## src/rtl/result_deskew_collector_if.sv

```systemverilog
// Handshake/data bundle between the systolic array column outputs, the
// result de-skew collector and the writeback consumer.
interface result_deskew_collector_if #(
  parameter int N      = 4,
  parameter int DATA_W = 8
);
  logic                          capture;
  logic [N-1:0][DATA_W-1:0]      col_val;
  logic                          in_ready;
  logic                          out_valid;
  logic                          out_ready;
  logic [N*N-1:0][DATA_W-1:0]    result;
  logic                          busy;
  logic                          overflow;

  modport master (
    output capture, col_val, out_ready,
    input  in_ready, out_valid, result, busy, overflow
  );

  modport slave (
    input  capture, col_val, out_ready,
    output in_ready, out_valid, result, busy, overflow
  );
endinterface

```

## src/rtl/result_deskew_collector.sv

```systemverilog
// Samples each systolic-array column's staggered stream and rebuilds an
// aligned N x N result tile, handed to writeback with valid/ready.
module result_deskew_collector #(
  parameter int N      = 4,
  parameter int DATA_W = 8
) (
  input  logic                        clk,
  input  logic                        reset,
  result_deskew_collector_if.slave    bus
);

  localparam int CNT_W = ($clog2(2*N-1) < 1) ? 1 : $clog2(2*N-1);
  localparam logic [CNT_W-1:0] CNT_LAST = CNT_W'(2*N-2);

  localparam logic [1:0] ST_IDLE    = 2'd0;
  localparam logic [1:0] ST_COLLECT = 2'd1;
  localparam logic [1:0] ST_DONE    = 2'd2;

  logic [1:0]                    state_q, state_d;
  logic [CNT_W-1:0]              cnt_q, cnt_d;
  logic [N*N-1:0][DATA_W-1:0]    result_q, result_d;
  logic                          overflow_q, overflow_d;

  // Next-state, de-skew write selection and overflow detection
  always_comb begin
    state_d    = state_q;
    cnt_d      = cnt_q;
    result_d   = result_q;
    overflow_d = overflow_q;

    if (bus.capture && (state_q != ST_IDLE)) begin
      overflow_d = 1'b1;
    end else begin
      overflow_d = overflow_q;
    end

    case (state_q)
      ST_IDLE: begin
        if (bus.capture) begin
          state_d     = ST_COLLECT;
          cnt_d       = CNT_W'(1);
          result_d[0] = bus.col_val[0];
        end else begin
          state_d = ST_IDLE;
        end
      end
      ST_COLLECT: begin
        // Entry (r,c) arrives on column c exactly r+c cycles after capture
        for (int r = 0; r < N; r++) begin
          for (int c = 0; c < N; c++) begin
            if (cnt_q == CNT_W'(r + c)) begin
              result_d[r*N+c] = bus.col_val[c];
            end else begin
              result_d[r*N+c] = result_q[r*N+c];
            end
          end
        end
        if (cnt_q == CNT_LAST) begin
          state_d = ST_DONE;
          cnt_d   = '0;
        end else begin
          cnt_d = cnt_q + CNT_W'(1);
        end
      end
      ST_DONE: begin
        if (bus.out_ready) begin
          state_d = ST_IDLE;
        end else begin
          state_d = ST_DONE;
        end
      end
      default: begin
        state_d = ST_IDLE;
        cnt_d   = '0;
      end
    endcase
  end

  // State, counter, tile storage and sticky overflow registers
  always_ff @(posedge clk or negedge reset) begin
    if (!reset) begin
      state_q    <= ST_IDLE;
      cnt_q      <= '0;
      result_q   <= '0;
      overflow_q <= 1'b0;
    end else begin
      state_q    <= state_d;
      cnt_q      <= cnt_d;
      result_q   <= result_d;
      overflow_q <= overflow_d;
    end
  end

  assign bus.in_ready  = (state_q == ST_IDLE);
  assign bus.out_valid = (state_q == ST_DONE);
  assign bus.busy      = (state_q == ST_COLLECT) || (state_q == ST_DONE);
  assign bus.result    = result_q;
  assign bus.overflow  = overflow_q;

endmodule

```

## src/flat_wrapper.sv

```systemverilog
// flat-port wrapper written by rule: the top's interface ports become plain ports
module result_deskew_collector_flat 
#(
  parameter int N      = 4,
  parameter int DATA_W = 8
)
  (clk, reset, bus_capture, bus_col_val, bus_out_ready, bus_in_ready, bus_out_valid, bus_result, bus_busy, bus_overflow);
  result_deskew_collector_if #(.N(N), .DATA_W(DATA_W)) bus_i ();
  input  logic clk;
  input  logic reset;
  input wire logic [$bits(bus_i.capture)-1:0] bus_capture;
  input wire logic [$bits(bus_i.col_val)-1:0] bus_col_val;
  input wire logic [$bits(bus_i.out_ready)-1:0] bus_out_ready;
  output wire logic [$bits(bus_i.in_ready)-1:0] bus_in_ready;
  output wire logic [$bits(bus_i.out_valid)-1:0] bus_out_valid;
  output wire logic [$bits(bus_i.result)-1:0] bus_result;
  output wire logic [$bits(bus_i.busy)-1:0] bus_busy;
  output wire logic [$bits(bus_i.overflow)-1:0] bus_overflow;
  assign bus_i.capture = bus_capture;
  assign bus_i.col_val = bus_col_val;
  assign bus_i.out_ready = bus_out_ready;
  assign bus_in_ready = bus_i.in_ready;
  assign bus_out_valid = bus_i.out_valid;
  assign bus_result = bus_i.result;
  assign bus_busy = bus_i.busy;
  assign bus_overflow = bus_i.overflow;
  result_deskew_collector #(.N(N), .DATA_W(DATA_W)) u_core (.clk(clk), .reset(reset), .bus(bus_i));
endmodule
```

## config.mk

```make
export PLATFORM = sky130hd
export DESIGN_NAME = result_deskew_collector_flat
export DESIGN_NICKNAME = d
export VERILOG_FILES = /design/src/rtl/result_deskew_collector_if.sv /design/src/rtl/result_deskew_collector.sv /design/src/flat_wrapper.sv
export SDC_FILE = /design/constraint.sdc
export NUM_CORES = 1
export LEC_CHECK = 0
export BUFFER_PORTS_ARGS = -buffer_cell sky130_fd_sc_hd__buf_4
export CORE_MARGIN = 3
export CORE_UTILIZATION = 46
export DETAILED_ROUTE_END_ITERATION = 8
export GPL_TIMING_DRIVEN = 0
export PLACE_DENSITY = 0.73
export SYNTH_ARGS = -nofsm -noshare
export SYNTH_HDL_FRONTEND = slang
export SYNTH_SLANG_ARGS = --single-unit
```

## constraint.sdc

```tcl
create_clock -name clk -period 1.8 [get_ports clk]
set_input_delay 0.09 -clock clk [delete_from_list [all_inputs] [get_ports clk]]
set_output_delay 0.09 -clock clk [all_outputs]
set_load 0.01 [all_outputs]
```

==> flow_metrics.tcl <==
set metrics [dict create \
    status "finished, final reports clean" \
    clk_latency_ns 0.41 \
    swShare_pct 29.4 \
    multi_input_area_mm2 0.00184 \
    hold_path_class "primary input to flip-flop" \
    synth_top_cell_by_area "dfrtp_1" \
    totalWireLength_mm 12.7 \
    finalCritPeriodShare_pct 97.6 \
    core_mm2 0.0111 \
    drt-initial-drc-count 117 \
    timing.hold.ws_ns 0.187 \
    finalNetCount 585 \
    rows 38 \
    firstDrtPassIters 4 \
    path_class "flip-flop to flip-flop" \
    worstPathMaxFanout 10 \
    min_period_ns 1.76 \
    fp.dieH_um 114 \
    switchingPower_mw 4.01 \
    fin_worst_skew_ns 0.00725 \
    place_congestion 0.801 \
    internal_power_mw 9.62 \
    finalHoldViolations 0 \
    postLayoutCoreUtil_pct 71.0 \
    maxSlewHeadroom_pct 54.1 \
    fmax_mhz 569 \
    cts_tree "built" \
    seqPwrFrac_pct 36.5 \
    wire_per_inst_um 18.2 \
    tns_ns 0 \
    cts-buffers-inserted 17 \
    slowest_delay_ns 0.38 \
    ctsHtreeMaxLevel 4 \
    yosys_warnings 0 \
    synthTopCellsByArea "dfrtp_1 (63%), mux2_2 (24%), mux2_4 (3.9%)" \
    cts_buffer_depth 2 \
    dp_hpwl_mm 8.42 \
    combPwrFrac_pct 37.7 \
    crit_chain "inv_2, ha_4, buf_8, nor4b_2, o22ai_4, buf_12, mux2_2" \
    max_cap_violations 0 \
    power.leakage_nw 3.71 \
    grt_pass1_wl_mm 20.1 \
    cp_num_buf_inv 3 \
    antenna_found_initial 0 \
    portBuffers 167 \
    insertedDiodeCount 0 \
    tightest_slew_ns 0.689 \
    critPathLaunchType "flip-flop" \
    slew_viol_final 0 \
    synthToLayoutAreaGrowth_pct 47.7 \
    setup_ws_ns 0.0424 \
    cts-root-buf "clkbuf_16" \
    rsz0062_at_grt "true" \
    yosys.area.top_type_share_pct 63.0 \
    setup_viol 0 \
    initial_core_util_pct 48.0 \
    arrival_ns 2.04 \
    ir_drop_mv 1.19 \
    fin_area_mm2 0.00786 \
    grt_max_degree 74 \
    num_vias 3502 \
    vias_per_cell 5.02 \
    cp_top_family "flip-flops" \
    first_global_vias 3743 \
    clkPwrFrac_pct 25.8 \
    cp.required_ns 2.08 \
    syn_area_mm2 0.00532 \
    syn_inst 315 \
    clock-sinks 134 \
    die_w_um 114 \
    drc 0 \
    yosysUniqueCellTypes 33 \
    powerDensity_mw_per_mm2 1730 \
    path_clk_slew_ns 0.06 \
    syn_nets 356 \
    ioPinCount 168 \
    place_ws_ns -0.272 \
    fp.dieArea_mm2 0.0129 \
    yosysSeqAreaShare_pct 63.0 \
    syn_area_per_cell_um2 16.9 \
    crit_path_end_kind "flip-flop" \
    final-seq-area_mm2 0.00335 \
    grt_usage_pct 20.0 \
    place_area_mm2 0.00678 \
    ant_nets 0 \
    final_common_cell "buf_4" \
    most-common-layout-cells "buf_4 (175), dfrtp_1 (133), mux2_2 (114)" \
    slowest_stage "dfrtp_1" \
    grt_overflow 0 \
    drive_gt1_share_pct 64.6 \
    synth_seq_cells 134 \
    nFillCells 767 \
]
==> layer usage <==
layer	wire [um]	GRT usage, %	part of all wire (%)	vias to the layer above
li1	-	-	-	1581
met1	5300	25.5	42	1776
met2	6120	31.6	48	133
met3	1130	8.06	8.9	12
met4	144	6.25	1.1	0
met5	0	0	0	-
==> sequential cells by signal, summed over array words and instances, names as in the netlist <==
name                 count
u_core.state_q           2
u_core.cnt_q             3
u_core.bus.result      128
u_core.bus.overflow      1
==> cell usage after synthesis <==
library cell / instances
nor3_4: 1
mux2_2: 114
a21o_1: 1
inv_1: 4
and3b_1: 1
buf_12: 1
o32a_1: 1
nor2b_4: 1
dfrtp_1: 134
buf_4: 4
and3_4: 1
mux2_4: 14
nor2b_1: 2
mux2_1: 1
nand3_4: 1
ha_1: 5
o22ai_2: 1
nor2_1: 2
mux2i_1: 1
nand3b_1: 2
nor4b_2: 1
or3_1: 1
buf_2: 3
nand4b_1: 1
nand2_1: 3
buf_6: 7
a22o_1: 1
o22ai_1: 1
nor3b_1: 1
and2_1: 1
and4bb_2: 1
a31o_2: 1
o31a_1: 1
==> cell families after synthesis <==
family,after synthesis,synth area share (%)
buffers and inverters,19,2.99
multiplexers,130,28.5
AO/OA/AOI/OAI,7,1.18
adder cells (fa/ha/maj),5,1.18
AND/OR/NAND/NOR,20,3.20
flip-flops,134,63.0
==> path summary, 6_finish.rpt <==
check	from	end	slack (ns)	depth (start not counted)
setup reg to reg	u_core.state_q[1]$_DFFE_PN0P_	u_core.bus.result[6]$_DFFE_PN0P_	0.04	7
hold reg to reg	u_core.bus.overflow$_DFFE_PN0P_	u_core.bus.overflow$_DFFE_PN0P_	0.47	1
hold / removal	bus_out_ready	u_core.state_q[1]$_DFFE_PN0P_	0.19	4
min in group asynchronous	reset	u_core.bus.result[107]$_DFFE_PN0P_	0.27	2
max in group asynchronous	reset	u_core.state_q[0]$_DFFE_PN0P_	0.79	3
setup / recovery	u_core.state_q[1]$_DFFE_PN0P_	u_core.bus.result[6]$_DFFE_PN0P_	0.04	7
==> timing repair <==
| item | CTS | global route |
|---|---|---|
| pin swaps | 2 | 1 |
| hold buffers | 34 | 0 |
| hold endpoints to repair | 202 | 0 |
| buffers inserted | 7 | 0 |
| gates resized for setup | 14 | 5 |
| endpoints found under the setup margin | 70 | 62 |
| gates cloned | 1 | 0 |
==> cell type report <==
| type | count | area share [%] |
|---|---|---|
| buffer | 15 | 2.18 |
| clock buffer | 24 | 6.13 |
| clock inverter | 8 | 1.54 |
| inverter | 4 | 0.191 |
| multi-input combinational | 162 | 23.3 |
| sequential | 134 | 42.7 |
| tap | 140 | 2.23 |
| timing repair buffer | 210 | 21.7 |
==> per-stage QoR <==
| stage | cells | power (mW) |
|---|---|---|
| 3_5_place_dp | 623 | 9.95 |
| 6_report | 697 | 13.6 |
| 5_1_grt | 697 | 14.3 |
| 2_1_floorplan | 315 | 7.35 |
| 4_1_cts | 697 | 13.7 |
| 3_3_place_gp | 622 | 9.78 |
==> tightest hold or removal path, cell delays in order <==
cell and delay (ns):
buf_4 0.11, nor2_1 0.10, a22o_1 0.13, mux2_2 0.13
==> power groups by stage <==
stage / clock [mW] / combinational (mW) / sequential [mW]
3_3_place_gp: 0 / 4.85 / 4.93
2_1_floorplan: 0 / 1.87 / 5.47
5_1_grt: 3.72 / 5.50 / 5.11
6_report: 3.52 / 5.14 / 4.98
3_5_place_dp: 0 / 4.95 / 4.99
4_1_cts: 3.58 / 5.18 / 4.98
(Power assumes the default switching activity.)
